`src/rtl/stage_fetch_if.sv`:
```
// Instruction-memory bus for the fetch stage, plus the IF-ID register type.
// master: fetch stage (drives request/address); slave: instruction memory.
package stage_fetch_pkg;
   typedef struct packed {
      logic        valid;
      logic [31:0] pc;
      logic [31:0] pc_plus_four;
   } if_id_reg_t;
endpackage

interface stage_fetch_if;
   logic        imem_req_o;
   logic [31:0] imem_addr_o;
   logic        imem_gnt_i;
   logic        imem_rvalid_i;
   logic [31:0] imem_rdata_i;

   modport master (
      output imem_req_o,
      output imem_addr_o,
      input  imem_gnt_i,
      input  imem_rvalid_i,
      input  imem_rdata_i
   );

   modport slave (
      input  imem_req_o,
      input  imem_addr_o,
      output imem_gnt_i,
      output imem_rvalid_i,
      output imem_rdata_i
   );
endinterface

```
`src/rtl/stage_fetch.sv`:
```
// RV32I instruction fetch stage: holds the PC, issues one fetch per cycle to a
// 1-cycle-latency instruction memory and fills the IF-ID register.
// Optional feature: define FETCH_MISALIGN_CHK_EN to flag misaligned redirect
// targets (sticky fetch_misalign_o, fetching halts); otherwise targets are
// silently word-aligned.
module stage_fetch
   import stage_fetch_pkg::*;
#(
   parameter logic [31:0] RESET_PC = 32'h0000_0000
) (
   input  logic                clk,
   input  logic                rst_i,
   input  logic                stall_i,
   input  logic                instr_jal_i,
   input  logic                instr_jalr_i,
   input  logic                branch_taken_i,
   input  logic [31:0]         jal_addr_i,
   input  logic [31:0]         jalr_addr_i,
   input  logic [31:0]         branch_addr_i,
   stage_fetch_if.master       imem,
   output logic [31:0]         instr_o,
`ifdef FETCH_MISALIGN_CHK_EN
   output if_id_reg_t          if_id_o,
   output logic                fetch_misalign_o
`else
   output if_id_reg_t          if_id_o
`endif
);

   typedef enum logic {BOOT, RUN} state_t;

   state_t      state_r, state_nxt;
   logic [31:0] pc_r;
   if_id_reg_t  if_id_r;
   logic        outstanding_r;
   logic [31:0] hold_r;
   logic        hold_valid_r;

   logic        redirect;
   logic [31:0] target;
   logic [31:0] target_ld;
   logic        halted;
   logic        req;
   logic        accept;
   logic        advance;

   // Redirect detection and target selection, JALR > JAL > branch.
   always_comb begin
      redirect = instr_jalr_i | instr_jal_i | branch_taken_i;
      if (instr_jalr_i)     target = jalr_addr_i;
      else if (instr_jal_i) target = jal_addr_i;
      else                  target = branch_addr_i;
   end

`ifdef FETCH_MISALIGN_CHK_EN
   logic misalign_r;

   assign target_ld        = target;
   assign halted           = misalign_r;
   assign fetch_misalign_o = misalign_r;

   // Sticky misalignment flag, set by a misaligned redirect target.
   always_ff @(posedge clk or posedge rst_i) begin
      if (rst_i)
         misalign_r <= 1'b0;
      else if (advance && !misalign_r && redirect && (target[1:0] != 2'b00))
         misalign_r <= 1'b1;
   end
`else
   assign target_ld = target & ~32'd3;
   assign halted    = 1'b0;
`endif

   // Boot/run sequencing and the fetch request.
   always_comb begin
      state_nxt = state_r;
      req       = 1'b0;
      case (state_r)
         BOOT:    state_nxt = RUN;
         RUN:     req = !stall_i && !redirect && !halted;
         default: state_nxt = BOOT;
      endcase
   end

   // FSM state register.
   always_ff @(posedge clk or posedge rst_i) begin
      if (rst_i) state_r <= BOOT;
      else       state_r <= state_nxt;
   end

   assign imem.imem_req_o  = req;
   assign imem.imem_addr_o = pc_r;
   assign accept           = req & imem.imem_gnt_i;
   assign advance          = (state_r == RUN) && !stall_i;

   // PC and IF-ID register: redirect squashes, accept advances, no grant bubbles.
   always_ff @(posedge clk or posedge rst_i) begin
      if (rst_i) begin
         pc_r    <= RESET_PC;
         if_id_r <= '0;
      end else if (advance) begin
         if (halted) begin
            if_id_r.valid <= 1'b0;
         end else if (redirect) begin
            pc_r          <= target_ld;
            if_id_r.valid <= 1'b0;
         end else if (accept) begin
            if_id_r.valid        <= 1'b1;
            if_id_r.pc           <= pc_r;
            if_id_r.pc_plus_four <= pc_r + 32'd4;
            pc_r                 <= pc_r + 32'd4;
         end else begin
            if_id_r.valid <= 1'b0;
         end
      end
   end

   // Tracks an accepted request whose read data has not yet returned.
   always_ff @(posedge clk or posedge rst_i) begin
      if (rst_i)                   outstanding_r <= 1'b0;
      else if (accept)             outstanding_r <= 1'b1;
      else if (imem.imem_rvalid_i) outstanding_r <= 1'b0;
   end

   // Skid register: keeps a response that lands while decode is stalled.
   always_ff @(posedge clk or posedge rst_i) begin
      if (rst_i) begin
         hold_r       <= '0;
         hold_valid_r <= 1'b0;
      end else if (imem.imem_rvalid_i && outstanding_r && stall_i) begin
         hold_r       <= imem.imem_rdata_i;
         hold_valid_r <= 1'b1;
      end else if (!stall_i) begin
         hold_valid_r <= 1'b0;
      end
   end

   assign instr_o = hold_valid_r ? hold_r : imem.imem_rdata_i;
   assign if_id_o = if_id_r;

endmodule

```
`src/flat_wrapper.sv`:
```
// flat-port wrapper written by rule: the top's interface ports become plain ports
module stage_fetch_flat import stage_fetch_pkg::*;
#(
   parameter logic [31:0] RESET_PC = 32'h0000_0000
)
  (clk, rst_i, stall_i, instr_jal_i, instr_jalr_i, branch_taken_i, jal_addr_i, jalr_addr_i, branch_addr_i, instr_o, if_id_o, imem_imem_req_o, imem_imem_addr_o, imem_imem_gnt_i, imem_imem_rvalid_i, imem_imem_rdata_i);
  stage_fetch_if imem_i ();
  input  logic clk;
  input  logic rst_i;
  input  logic stall_i;
  input  logic instr_jal_i;
  input  logic instr_jalr_i;
  input  logic branch_taken_i;
  input  logic [31:0] jal_addr_i;
  input  logic [31:0] jalr_addr_i;
  input  logic [31:0] branch_addr_i;
  output logic [31:0] instr_o;
  output if_id_reg_t if_id_o;
  output wire logic [$bits(imem_i.imem_req_o)-1:0] imem_imem_req_o;
  output wire logic [$bits(imem_i.imem_addr_o)-1:0] imem_imem_addr_o;
  input wire logic [$bits(imem_i.imem_gnt_i)-1:0] imem_imem_gnt_i;
  input wire logic [$bits(imem_i.imem_rvalid_i)-1:0] imem_imem_rvalid_i;
  input wire logic [$bits(imem_i.imem_rdata_i)-1:0] imem_imem_rdata_i;
  assign imem_imem_req_o = imem_i.imem_req_o;
  assign imem_imem_addr_o = imem_i.imem_addr_o;
  assign imem_i.imem_gnt_i = imem_imem_gnt_i;
  assign imem_i.imem_rvalid_i = imem_imem_rvalid_i;
  assign imem_i.imem_rdata_i = imem_imem_rdata_i;
  stage_fetch #(.RESET_PC(RESET_PC)) u_core (.clk(clk), .rst_i(rst_i), .stall_i(stall_i), .instr_jal_i(instr_jal_i), .instr_jalr_i(instr_jalr_i), .branch_taken_i(branch_taken_i), .jal_addr_i(jal_addr_i), .jalr_addr_i(jalr_addr_i), .branch_addr_i(branch_addr_i), .imem(imem_i), .instr_o(instr_o), .if_id_o(if_id_o));
endmodule
```
`config.mk`:
```
export PLATFORM = sky130hd
export DESIGN_NAME = stage_fetch_flat
export DESIGN_NICKNAME = d
export VERILOG_FILES = /design/src/rtl/stage_fetch_if.sv /design/src/rtl/stage_fetch.sv /design/src/flat_wrapper.sv
export SDC_FILE = /design/constraint.sdc
export NUM_CORES = 1
export LEC_CHECK = 0
export ABC_AREA = 1
export BUFFER_PORTS_ARGS = -buffer_cell sky130_fd_sc_hd__buf_4
export CAP_MARGIN = 25
export CORE_MARGIN = 10
export CORE_UTILIZATION = 25
export CTS_CLUSTER_SIZE = 16
export DETAILED_ROUTE_END_ITERATION = 6
export GPL_TIMING_DRIVEN = 0
export PLACE_DENSITY = 0.57
export SYNTH_ARGS = -nofsm -noshare
export SYNTH_HDL_FRONTEND = slang
export SYNTH_SLANG_ARGS = --single-unit
```
`constraint.sdc`:
```
create_clock -name clk -period 8.5 [get_ports clk]
set_input_delay 1.7 -clock clk [delete_from_list [all_inputs] [get_ports clk]]
set_output_delay 1.7 -clock clk [all_outputs]
set_load 0.05 [all_outputs]
```
==> metrics.md <==
| Metric | Value |
|---|---|
| Crit Path Max Fanout | 5 |
| Slew HR | about 57% |
| Clk sink count | roughly 130 |
| # setup viols final | 0 |
| RSZ-0062 raised after global routing | no |
| Status | finished, final reports clean |
| Commonest non-fill, non-tap cell in the layout | nand2_1 |
| Syn. warnings | 0 |
| Vias in the first global route | between 7k and 8k |
| Sequential share of power | 34.1% |
| Commonest cells after routing, fill and taps aside | nand2_1, buf_4, dfrtp_1 |
| Die width | approximately 180 um |
| Post-CTS Hold Fix Bufs | 0 |
| Area contributors post-synth | dfrtp_1, nand2_1, o21ai_0 |
| Synthesized area | 6760 sq um |
| Global route total overflow | 0 |
| Antenna Cells | 0 |
| Placeable core area | 26800 sq um |
| CP endpoint kind | primary output |
| Hold path cells | 2 |
| Netlist cell types | 26 |
| DIE AREA | 34000 sq um |
| Total GRT Usage | 16.5% |
| Net Sw Power | 1.02 mW |
| Worst r2r path cells | 10 |
| Setup_tns | 0 ns |
| Clock share of power | 30.5% |
| Antenna Nets Post-Route | 0 |
| Comb pwr share | 35.4% |
| Layout cell share with drive strength beyond 1 | a little over a quarter |
| CTS Buf Count | 17 |
| Switching part of the total | 42.8% |
| Peak supply drop | ~150 uV |
| Layout Cells excl Fill | 1584 |
| Seq cells post-synth | 126 |
| Largest net degree at the start of global routing | 91 |
| Inst Count DP | 1552 |
| Number of detailed-route iterations in the first pass | 5 |
| Initial DRC count | 495 |
| Antenna violations before repair | 0 |
| Initial Util | 25.2% |
| Crit path time final | 4.29 ns |
| Nets | 1367 |
| Register area share after synthesis | 46.7% |
| Slew Viols, Final | 0 |
| CP Data Required Time | about 6.8 ns |
| P&R area growth vs syn | 43.9% |
| Tcrit/Tclk final | 50.5% |
| Post-CTS setup buffer count | 0 |
| Least-Margin Pin Slew | 0.638 ns |
| Final wirelength | 28300 um |
| Synth Area per Inst | 7.10 sq um |
| Chip Height | around 180 um |
| Max-cap violations | 0 |
| Final core utilization | 36.3% |
| Min-Delay Path Class | reg -> reg |
| Max clock buf depth | 2 |
| Synth area leader | dfrtp_1 |
| CTS tree | yes |
| Fin worst setup slack | around 4.2 ns |
| Htree depth | 4 |
| Max Freq | 233 MHz |
| RD Place Congestion | 0.887 |
| Clock-pin transition on the worst setup and hold timing paths | 0.06 ns |
| Setup WS pre-CTS | 4.21 ns |
| DRC Markers | 0 |
| Detailed placement HPWL | between 20000 and 25000 um |
| Startpoint Class | primary input |
| Vias per cell | between 4 and 5 |
| Cell at the root of the clock tree | clkbuf_16 |
| Vias | between 7k and 8k |
| Crit path DAT | 2.59 ns |
| IO Count | 266 |
| Internal power | 1.37 mW |
| Syn Inst Count | between 900 and 1k |
| Pleak | 4.83 nW |
| Share of the synthesized area in the top cell type | a little under half |
| CTS resizes | 0 |
| First-pass GRT wire length | 43000 um |
| WS Path Type | in -> out |
| Row count | 60 |
| Post-route clock skew | 0.0127 ns |
| P per Cell Area | 246 nW/um^2 |
| IO buf count | 253 |
| Worst-Skew Late Latency | approximately 0.43 ns |
| Avg WL per Cell | 17.9 um |
| Final Hold Viols | 0 |
power groups by stage:
stage | Combinational [mW] | Sequential [mW] | Clock [mW]
2_1_floorplan | 0.237 | 1.11 | 0
3_3_place_gp | 0.853 | 0.818 | 0
5_1_grt | 0.905 | 0.830 | 0.772
6_report | 0.845 | 0.813 | 0.729
4_1_cts | 0.858 | 0.813 | 0.744
3_5_place_dp | 0.857 | 0.824 | 0
state kept, by name (all words and copies together), names as in the netlist:
signal and cells:
u_core.if_id_o 61, u_core.hold_r 32, u_core.imem.imem_addr_o 30, u_core.hold_valid_r 1
u_core.outstanding_r 1, u_core.state_r 1
metrics by stage:
stage | hold WS [ns] | power (mW) | cell area, sq um
3_3_place_gp | 0.466 | 1.67 | 9100
5_1_grt | 0.502 | 2.51 | 9720
4_1_cts | 0.486 | 2.42 | 9720
6_report | 0.480 | 2.39 | 9720
3_5_place_dp | 0.468 | 1.68 | 9130
2_1_floorplan | 0.453 | 1.34 | 6780
worst max-delay path: stages:
cell and delay (ns):
buf_4 0.13, nor2_1 0.13, nand2_2 0.16, nor2_2 0.22
buf_4 0.24
cells in the mapped netlist:
master	n
nand2_1	333
dfrtp_1	126
o21ai_0	91
nor2_1	70
inv_1	69
nand3_1	63
o21ai_1	59
a21oi_1	37
clkbuf_1	34
buf_2	12
o21a_1	11
buf_4	8
inv_2	7
nor2_2	6
xor2_1	5
nand2_2	4
a31oi_1	3
and2_1	3
buf_1	2
conb_1	2
xnor2_1	2
ha_1	1
nand4_1	1
nor2_4	1
o21ai_2	1
o221ai_1	1
cells by family (layout without fill, tap and decap cells):
group	Yosys count	in the layout	share of synthesized area, %
adders and majority gates	1	1	0.185
and+or+nand+nor	481	481	28.5
DFF	126	126	46.7
xor gates and xnor gates	7	7	0.907
buffers and inverters	132	418	8.00
AOI/OAI and AO/OA	203	203	15.6
other	2	7	0.111
cell type report:
class                      count  area, sq um
buffer                        56          255
clock buffer                  17          425
clock inverter                15          163
fill                        2885        17100
inverter                      76          290
multi-input combinational    699         3080
sequential                   126         3150
tap                          341          427
timing repair buffer         254         1930
path summary, 6_finish.rpt:
check,startpoint,endpoint,slack [ns]
min reg2reg,u_core.if_id_o[7],u_core.if_id_o[7],0.48
min,u_core.if_id_o[7],u_core.if_id_o[7],0.48
max,instr_jal_i,imem_imem_req_o,4.21
max in group asynchronous,rst_i,u_core.if_id_o[15],6.47
min in group asynchronous,rst_i,u_core.hold_r[10],1.27
max reg2reg,u_core.imem.imem_addr_o[3],u_core.imem.imem_addr_o[28],6.52
routing by layer:
layer | global-route usage [%] | wire length (um)
met4 | 5.34 | 546
met2 | 26.1 | 12700
met1 | 20.5 | 12000
met5 | 0 | 0
met3 | 5.91 | 3050
Power figures use the tool's default switching activity.
